**src/rtl/gpo_cond_pkg.sv**
```systemverilog
// rtl/gpo_cond_pkg.sv - shared defaults for the RFIC GPO input conditioner
package gpo_cond_pkg;

  localparam int DEF_NUM_LINES   = 8;
  localparam int DEF_SYNC_STAGES = 2;
  localparam int DEF_FILT_W      = 8;
  localparam int DEF_STRETCH_W   = 16;

  // GPO lines contributed by each AD9361
  localparam int RFIC_LINES = 4;

endpackage

```
**src/rtl/gpo_cond_line.sv**
```systemverilog
// rtl/gpo_cond_line.sv - one GPO line: sync, glitch filter, invert, edge detect, stretch, sticky flags
module gpo_cond_line
  import gpo_cond_pkg::*;
#(
  parameter int SYNC_STAGES = DEF_SYNC_STAGES,
  parameter int FILT_W      = DEF_FILT_W,
  parameter int STRETCH_W   = DEF_STRETCH_W
) (
  input  logic                 clk,
  input  logic                 rstn,
  input  logic                 raw_in,
  input  logic [FILT_W-1:0]    filt_len,
  input  logic [STRETCH_W-1:0] stretch_len,
  input  logic                 invert,
  input  logic                 clear_events,
  output logic                 line_out,
  output logic                 rise_event,
  output logic                 fall_event
);

  logic [SYNC_STAGES-1:0] sync_q, sync_d;
  logic                   f_q, f_d;
  logic [FILT_W-1:0]      c_q, c_d;
  logic                   prev_q, prev_d;
  logic [STRETCH_W-1:0]   s_q, s_d;
  logic                   out_q, out_d;
  logic                   rise_ev_q, rise_ev_d;
  logic                   fall_ev_q, fall_ev_d;
  logic                   synced, lvl, rise, fall;

  always_comb begin
    sync_d = {sync_q[SYNC_STAGES-2:0], raw_in};
    synced = sync_q[SYNC_STAGES-1];

    f_d = f_q;
    c_d = c_q;
    // >= rather than == so a lowered filt_len takes effect mid-count
    if (synced == f_q) begin
      c_d = '0;
    end else if (c_q >= filt_len) begin
      f_d = ~f_q;
      c_d = '0;
    end else begin
      c_d = c_q + 1'b1;
    end

    lvl    = f_q ^ invert;
    rise   = lvl & ~prev_q;
    fall   = ~lvl & prev_q;
    prev_d = lvl;

    s_d = s_q;
    if (rise && (stretch_len != '0)) begin
      s_d = stretch_len - 1'b1;
    end else if (s_q != '0) begin
      s_d = s_q - 1'b1;
    end
    out_d = lvl | (s_q != '0);

    // a same-cycle edge beats the software clear
    rise_ev_d = rise | (rise_ev_q & ~clear_events);
    fall_ev_d = fall | (fall_ev_q & ~clear_events);
  end

  always_ff @(posedge clk or negedge rstn) begin
    if (!rstn) begin
      sync_q    <= '0;
      f_q       <= 1'b0;
      c_q       <= '0;
      prev_q    <= 1'b0;
      s_q       <= '0;
      out_q     <= 1'b0;
      rise_ev_q <= 1'b0;
      fall_ev_q <= 1'b0;
    end else begin
      sync_q    <= sync_d;
      f_q       <= f_d;
      c_q       <= c_d;
      prev_q    <= prev_d;
      s_q       <= s_d;
      out_q     <= out_d;
      rise_ev_q <= rise_ev_d;
      fall_ev_q <= fall_ev_d;
    end
  end

  assign line_out   = out_q;
  assign rise_event = rise_ev_q;
  assign fall_event = fall_ev_q;

endmodule

```
**src/rtl/gpo_input_conditioner.sv**
```systemverilog
// rtl/gpo_input_conditioner.sv - conditions both RFICs' GPO lines ahead of the GPO line matrix
module gpo_input_conditioner
  import gpo_cond_pkg::*;
#(
  parameter int NUM_LINES   = DEF_NUM_LINES,
  parameter int SYNC_STAGES = DEF_SYNC_STAGES,
  parameter int FILT_W      = DEF_FILT_W,
  parameter int STRETCH_W   = DEF_STRETCH_W
) (
  input  logic                 clk,
  input  logic                 rstn,
  input  logic [NUM_LINES-1:0] raw_in,
  input  logic [FILT_W-1:0]    filt_len,
  input  logic [STRETCH_W-1:0] stretch_len,
  input  logic [NUM_LINES-1:0] invert,
  input  logic [NUM_LINES-1:0] clear_events,
  output logic [NUM_LINES-1:0] lines_out,
  output logic [NUM_LINES-1:0] rise_event,
  output logic [NUM_LINES-1:0] fall_event
);

  for (genvar i = 0; i < NUM_LINES; i++) begin : g_line
    gpo_cond_line #(
      .SYNC_STAGES (SYNC_STAGES),
      .FILT_W      (FILT_W),
      .STRETCH_W   (STRETCH_W)
    ) u_line (
      .clk          (clk),
      .rstn         (rstn),
      .raw_in       (raw_in[i]),
      .filt_len     (filt_len),
      .stretch_len  (stretch_len),
      .invert       (invert[i]),
      .clear_events (clear_events[i]),
      .line_out     (lines_out[i]),
      .rise_event   (rise_event[i]),
      .fall_event   (fall_event[i])
    );
  end

endmodule

```
**config.mk**
```make
export PLATFORM = sky130hd
export DESIGN_NAME = gpo_input_conditioner
export DESIGN_NICKNAME = d
export VERILOG_FILES = /design/src/rtl/gpo_cond_pkg.sv /design/src/rtl/gpo_cond_line.sv /design/src/rtl/gpo_input_conditioner.sv
export SDC_FILE = /design/constraint.sdc
export NUM_CORES = 1
export LEC_CHECK = 0
export ABC_AREA = 1
export CAP_MARGIN = 40
export CORE_AREA = 2 2 206 208
export CTS_BUF_LIST = sky130_fd_sc_hd__clkbuf_8
export DETAILED_ROUTE_END_ITERATION = 8
export DIE_AREA = 0 0 208 210
export GPL_TIMING_DRIVEN = 0
export HOLD_SLACK_MARGIN = 0.15
export PLACE_DENSITY = 0.65
export SLEW_MARGIN = 20
export SYNTH_ARGS = -nofsm -noshare
export SYNTH_HDL_FRONTEND = slang
export SYNTH_HIERARCHICAL = 1
export SYNTH_SLANG_ARGS = --single-unit
```
**constraint.sdc**
```tcl
create_clock -name clk -period 5.4 [get_ports clk]
set_clock_uncertainty 0.1 [all_clocks]
set_input_delay 1.62 -clock clk [delete_from_list [all_inputs] [get_ports clk]]
set_output_delay 1.62 -clock clk [all_outputs]
set_load 0.05 [all_outputs]
```
After elaboration in Yosys (flattened, before gate mapping). Cells that the tools add are included.

Word-level logic and storage cells: 266. Output and inout port bits: 24. Input port bits: 50. Register bits: 248.

Add/subtract/negate cells: 17. Reductions and logical operators: 33. $lt $le $gt $ge: 8. Mux-type cells: 32. Bitwise operators: 104. Eq/ne operators: 8.

Operators by type and width (number): 16-bit two-way mux (16); 16-bit nonzero test (9); 16-bit by 1-bit subtractor with 16-bit output, second input constant (9); 8-bit two-way mux (16); 8-bit by 1-bit adder with 8-bit output, second input constant (8); 8-bit greater-or-equal comparator (8); 1-bit NOT (40); 1-bit bitwise AND (32); 1-bit OR (24); 2-bit AND reduction (8); 2-bit nonzero test (8); 1-bit equality test (8); 1-bit logical AND (8); 1-bit bitwise XOR (8).

Longest topological paths before layout.
Word-level depth: 4. Mapped depth: 15. Depth with buffers taken out: 14.

Modules after synthesis. The synthesis kept the hierarchy.

Modules (own cells, without submodules): gpo_cond_line (g_line[0].u_line ...) (instances 6, cells an instance 288, sequential area each 775.7 um^2, area each 2200.9 um^2); gpo_cond_line (g_line[6].u_line) (instances 1, cells an instance 291, sequential area each 775.7 um^2, area each 2203.4 um^2); gpo_cond_line (g_line[7].u_line) (instances 1, cells an instance 288, sequential area each 775.7 um^2, area each 2193.4 um^2).

Least setup slack after synthesis. No wires, ideal clock.

Kind: input to register. From: input port invert[0]. To: register g_line[0].u_line.s_q[10]. Library setup time: 0.136 ns. Setup slack: 1.998 ns. Required time: 5.164 ns. Buffers on the path: 1. Data arrival time: 3.166 ns. Stages on the path: 12. Cells stage by stage: xnor2_2 nor2_8 nand2_4 buf_12 nand2_1 nand2_2 ha_1 nand3_4 nor2_4 nand2_1 o21ai_0 a21oi_1.

Cells in the longest elaborated chain, start to end: 4. Elaborated cells between the ends (all ways): 5. Classes of those cells: 1 x mux; 2 x bitwise; 2 x reduce/logical.

RTL lines: from (decl) (line gpo_input_conditioner.sv:15) `input logic [NUM_LINES-1:0] invert,`; 1-bit bitwise XOR * (line gpo_cond_line.sv:47) `lvl = f_q ^ invert;`; 1-bit bitwise AND * (line gpo_cond_line.sv:48) `rise = lvl & ~prev_q;`; 1-bit logical AND * (line gpo_cond_line.sv:53) `if (rise && (stretch_len != '0)) begin`; 16-bit two-way mux or 2-bit nonzero test (tied branches); to (signal assigned) (line gpo_cond_line.sv:71) `s_q <= '0;`; to (signal assigned) (line gpo_cond_line.sv:80) `s_q <= s_d;`; to (decl) (line gpo_cond_line.sv:25) `logic [STRETCH_W-1:0] s_q, s_d;`.

Every way passes the cells marked *; elsewhere a longest branch is shown, timed or not. A chain may end at the register's enable or synchronous reset.

Final worst setup path.
From: input port stretch_len[8]. To: register g_line[1].u_line.s_q[10].

Cells in the longest elaborated chain, start to end: 3. Elaborated cells between the ends (all ways): 5. Classes of those cells: 1 x add/sub; 1 x mux; 3 x reduce/logical.

RTL lines: from (decl) (line gpo_input_conditioner.sv:14) `input logic [STRETCH_W-1:0] stretch_len,`; branches (longest 3 deep; another with 16-bit by 1-bit subtractor with 16-bit output); to (signal assigned) (line gpo_cond_line.sv:71); to (signal assigned) (line gpo_cond_line.sv:80); to (decl) (line gpo_cond_line.sv:25).

Several ways; the timed one is not identified.

==> metrics.txt <==
RSZ-0062 raised after global routing no; fin nets 2,576; port bufs 73; Critical path buffers and inverters 3; CP max stage cell clkdlybuf4s50_1; clock latency on the worst-skew pair 630 ps; Synth Cell Area 17,600 µm²; CP required 5760 ps; hold buffers post-CTS 0; synthesized area per cell 7.63 µm²; CTS Root Cell clkbuf_8; Inserted Diodes 0; Worst Path Max Fanout 10; Die H 210 µm; die width 208 µm; die area 43,700 µm²; CP dominant cell by count nand2_1; Final Cell Area 20,300 µm²; initial antenna violation count 0; placed inst area 19,300 µm²; num rows 75; synthesis-to-finish area growth 15.4%; Hold Crit Class reg -> reg; P_leak 9.75 nW; GP Congestion 0.906; Worst EP arrival 4490 ps; TritonCTS Buffers 48; Max-slew headroom 52.1%; Final Setup Violations 0; DR vias 15.5k; DRT Pass-1 Iters 7; post-CTS setup buffers 0; Initial Utilization 42.4%; CP cell instances clkdlybuf4s50_1 > buf_8 > nor2_1 > nand2_1 > nor2_1 > nand2_2 > nand2_4 > buf_12 > nand2_1 > nand2_2 > ha_1 > nand3_4 > nor2_4 > nand2_1 > o21ai_0 > a21oi_1; I/O pins 74; DRC violations left 0; routed wire length 45.9 mm; metal3 WL 2.36 mm; first-pass GRT wire length 76.9 mm; min cycle time layout 4130 ps; CTS tree yes; Max Clock Freq 0.242 GHz; crit start category primary input; Bufs on Longest Clock Path 3; Top Layer Used met4; post-synthesis cell type count 39; max incr delay on CP 730 ps; PostCTS Resize Cnt 0; Core ar. 41,500 µm²; Hold WS 245 ps; clock-pin slew of the registers on the worst-case setup and hold paths 60 ps; Crit Path Class in -> reg; Initial DRC Count 911; Clock Sinks 248; YS warnings 6; number of global-route vias before repair 15.6k; HPWL Detailed 33.0 mm; grt total ovfl 0; met2 WL 22.4 mm; WL/cell 15.2 µm; post-route ant nets 0; max-slew violations 0; number of hold violations in the final report 0; DR vias/cell 5.12; syn nets 2,437; Yosys reg bits 248; crit path capture type flop; gr usage total 21.4%; DP Worst Slack 656 ps; Tightest Pin Transition 715 ps; Max Cap Viol 0; share of layout cells above drive strength 1 19.2%; post-route setup slack 1270 ps; PD cells 513 nW/µm²; Metal-1 WL 19.8 mm; peak supply drop 0.294 mV; fillcell total 4,058; status complete, no violations; largest net degree at the start of global routing 77; share of the yosys chip area belonging to registers 35.3%; H-tree levels 2; total design power 10.4 mW; Cells after Synth 2,307; period utilization 76.4%; CP delay by family, top buffers and inverters
where the power goes:
group	internal (mW)	leakage [nW]	switching (mW)	total [mW]
combinational	1.93	6.14	3.49	5.42
clock	1.15	0.589	0.868	2.02
sequential	2.53	3.02	0.449	2.98
cell type report:
cell class	count	area [µm²]	share of cell area, %
Multi-Input combinational cell	1689	9750	48.0
Sequential cell	248	6210	30.6
Inverter	330	1250	6.14
Timing Repair Buffer	89	991	4.88
Clock buffer	64	881	4.34
Tap cell	539	674	3.32
Buffer	40	398	1.96
Clock inverter	25	164	0.807
synthesized netlist by cell type (all sizes together):
master,instances,area (µm²)
nand2,614,2890
nor2,378,1840
inv,323,1210
dfrtp,248,6210
nand3,182,1090
a21oi,106,531
ha,80,1000
o21ai,63,315
nand4,57,357
nand3b,49,368
nor3,32,278
buf,26,345
a211oi,24,180
xnor2,24,270
xor2,23,201
nor4,16,100
clkbuf,14,52.6
or2,9,56.3
mux2,8,90.1
nor4b,8,70.1
o21a,8,60.1
o22ai,8,50.1
clkinv,7,35.0
layout by cell type, fill, tap and decap left out, drive strengths merged, types with 16 or more instances in the layout:
master,count
nand2,614
nor2,378
inv,336
dfrtp,248
nand3,182
a21oi,106
ha,80
clkbuf,78
clkdlybuf4s50,69
o21ai,63
nand4,57
nand3b,49
buf,46
nor3,32
a211oi,24
xnor2,24
xor2,23
nor4,16
routing by layer:
metal,track usage (%),up-vias
li1,-,7701
met5,0,-
met4,7.61,0
met3,3.20,87
met2,37.8,374
met1,26.7,7316
through the flow:
step	instances	utilization [%]	TNS, ps
2_1_floorplan	2307	-	0
3_3_place_gp	2919	45.8	-2148160
3_5_place_dp	2935	46.5	0
4_1_cts	3024	49.0	0
5_1_grt	3024	49.0	0
6_report	3024	49.0	0
logic make-up after synthesis:
group                      count (synthesis)  share of synthesized area, %
AOI/OAI and AO/OA                        209                          6.45
xor gates and xnor gates                  47                          2.68
adders and majority gates                 80                          5.69
buffers and inverters                    370                          9.35
DFF                                      248                          35.3
muxes                                      8                         0.512
and+or+nand+nor                         1345                          40.1
registers in the layout, summed over array words and instances (netlist names):
| name | cells |
|---|---|
| g_line.u_line/prev_q | 8 |
| g_line.u_line/c_q | 64 |
| g_line.u_line/f_q | 8 |
| g_line.u_line/sync_q | 16 |
| g_line.u_line/s_q | 128 |
| g_line.u_line/rise_event | 8 |
| g_line.u_line/fall_event | 8 |
| g_line.u_line/line_out | 8 |
worst paths after layout:
check | slack, ps | end | cells after the start | from
max | 1270 | g_line[1].u_line/s_q[10]$_DFFE_PN0P_ | 16 | stretch_len[8]
min | 240 | g_line[1].u_line/sync_q[1]$_DFF_PN0_ | 0 | g_line[1].u_line/sync_q[0]$_DFF_PN0_
max reg2reg | 2740 | g_line[3].u_line/s_q[10]$_DFFE_PN0P_ | 12 | g_line[3].u_line/f_q$_DFFE_PN0P_
min reg2reg | 240 | g_line[1].u_line/sync_q[1]$_DFF_PN0_ | 0 | g_line[1].u_line/sync_q[0]$_DFF_PN0_
max in group asynchronous | 3360 | g_line[1].u_line/sync_q[0]$_DFF_PN0_ | 3 | rstn
min in group asynchronous | 780 | g_line[3].u_line/s_q[9]$_DFFE_PN0P_ | 1 | rstn
(Power assumes the default switching activity.)
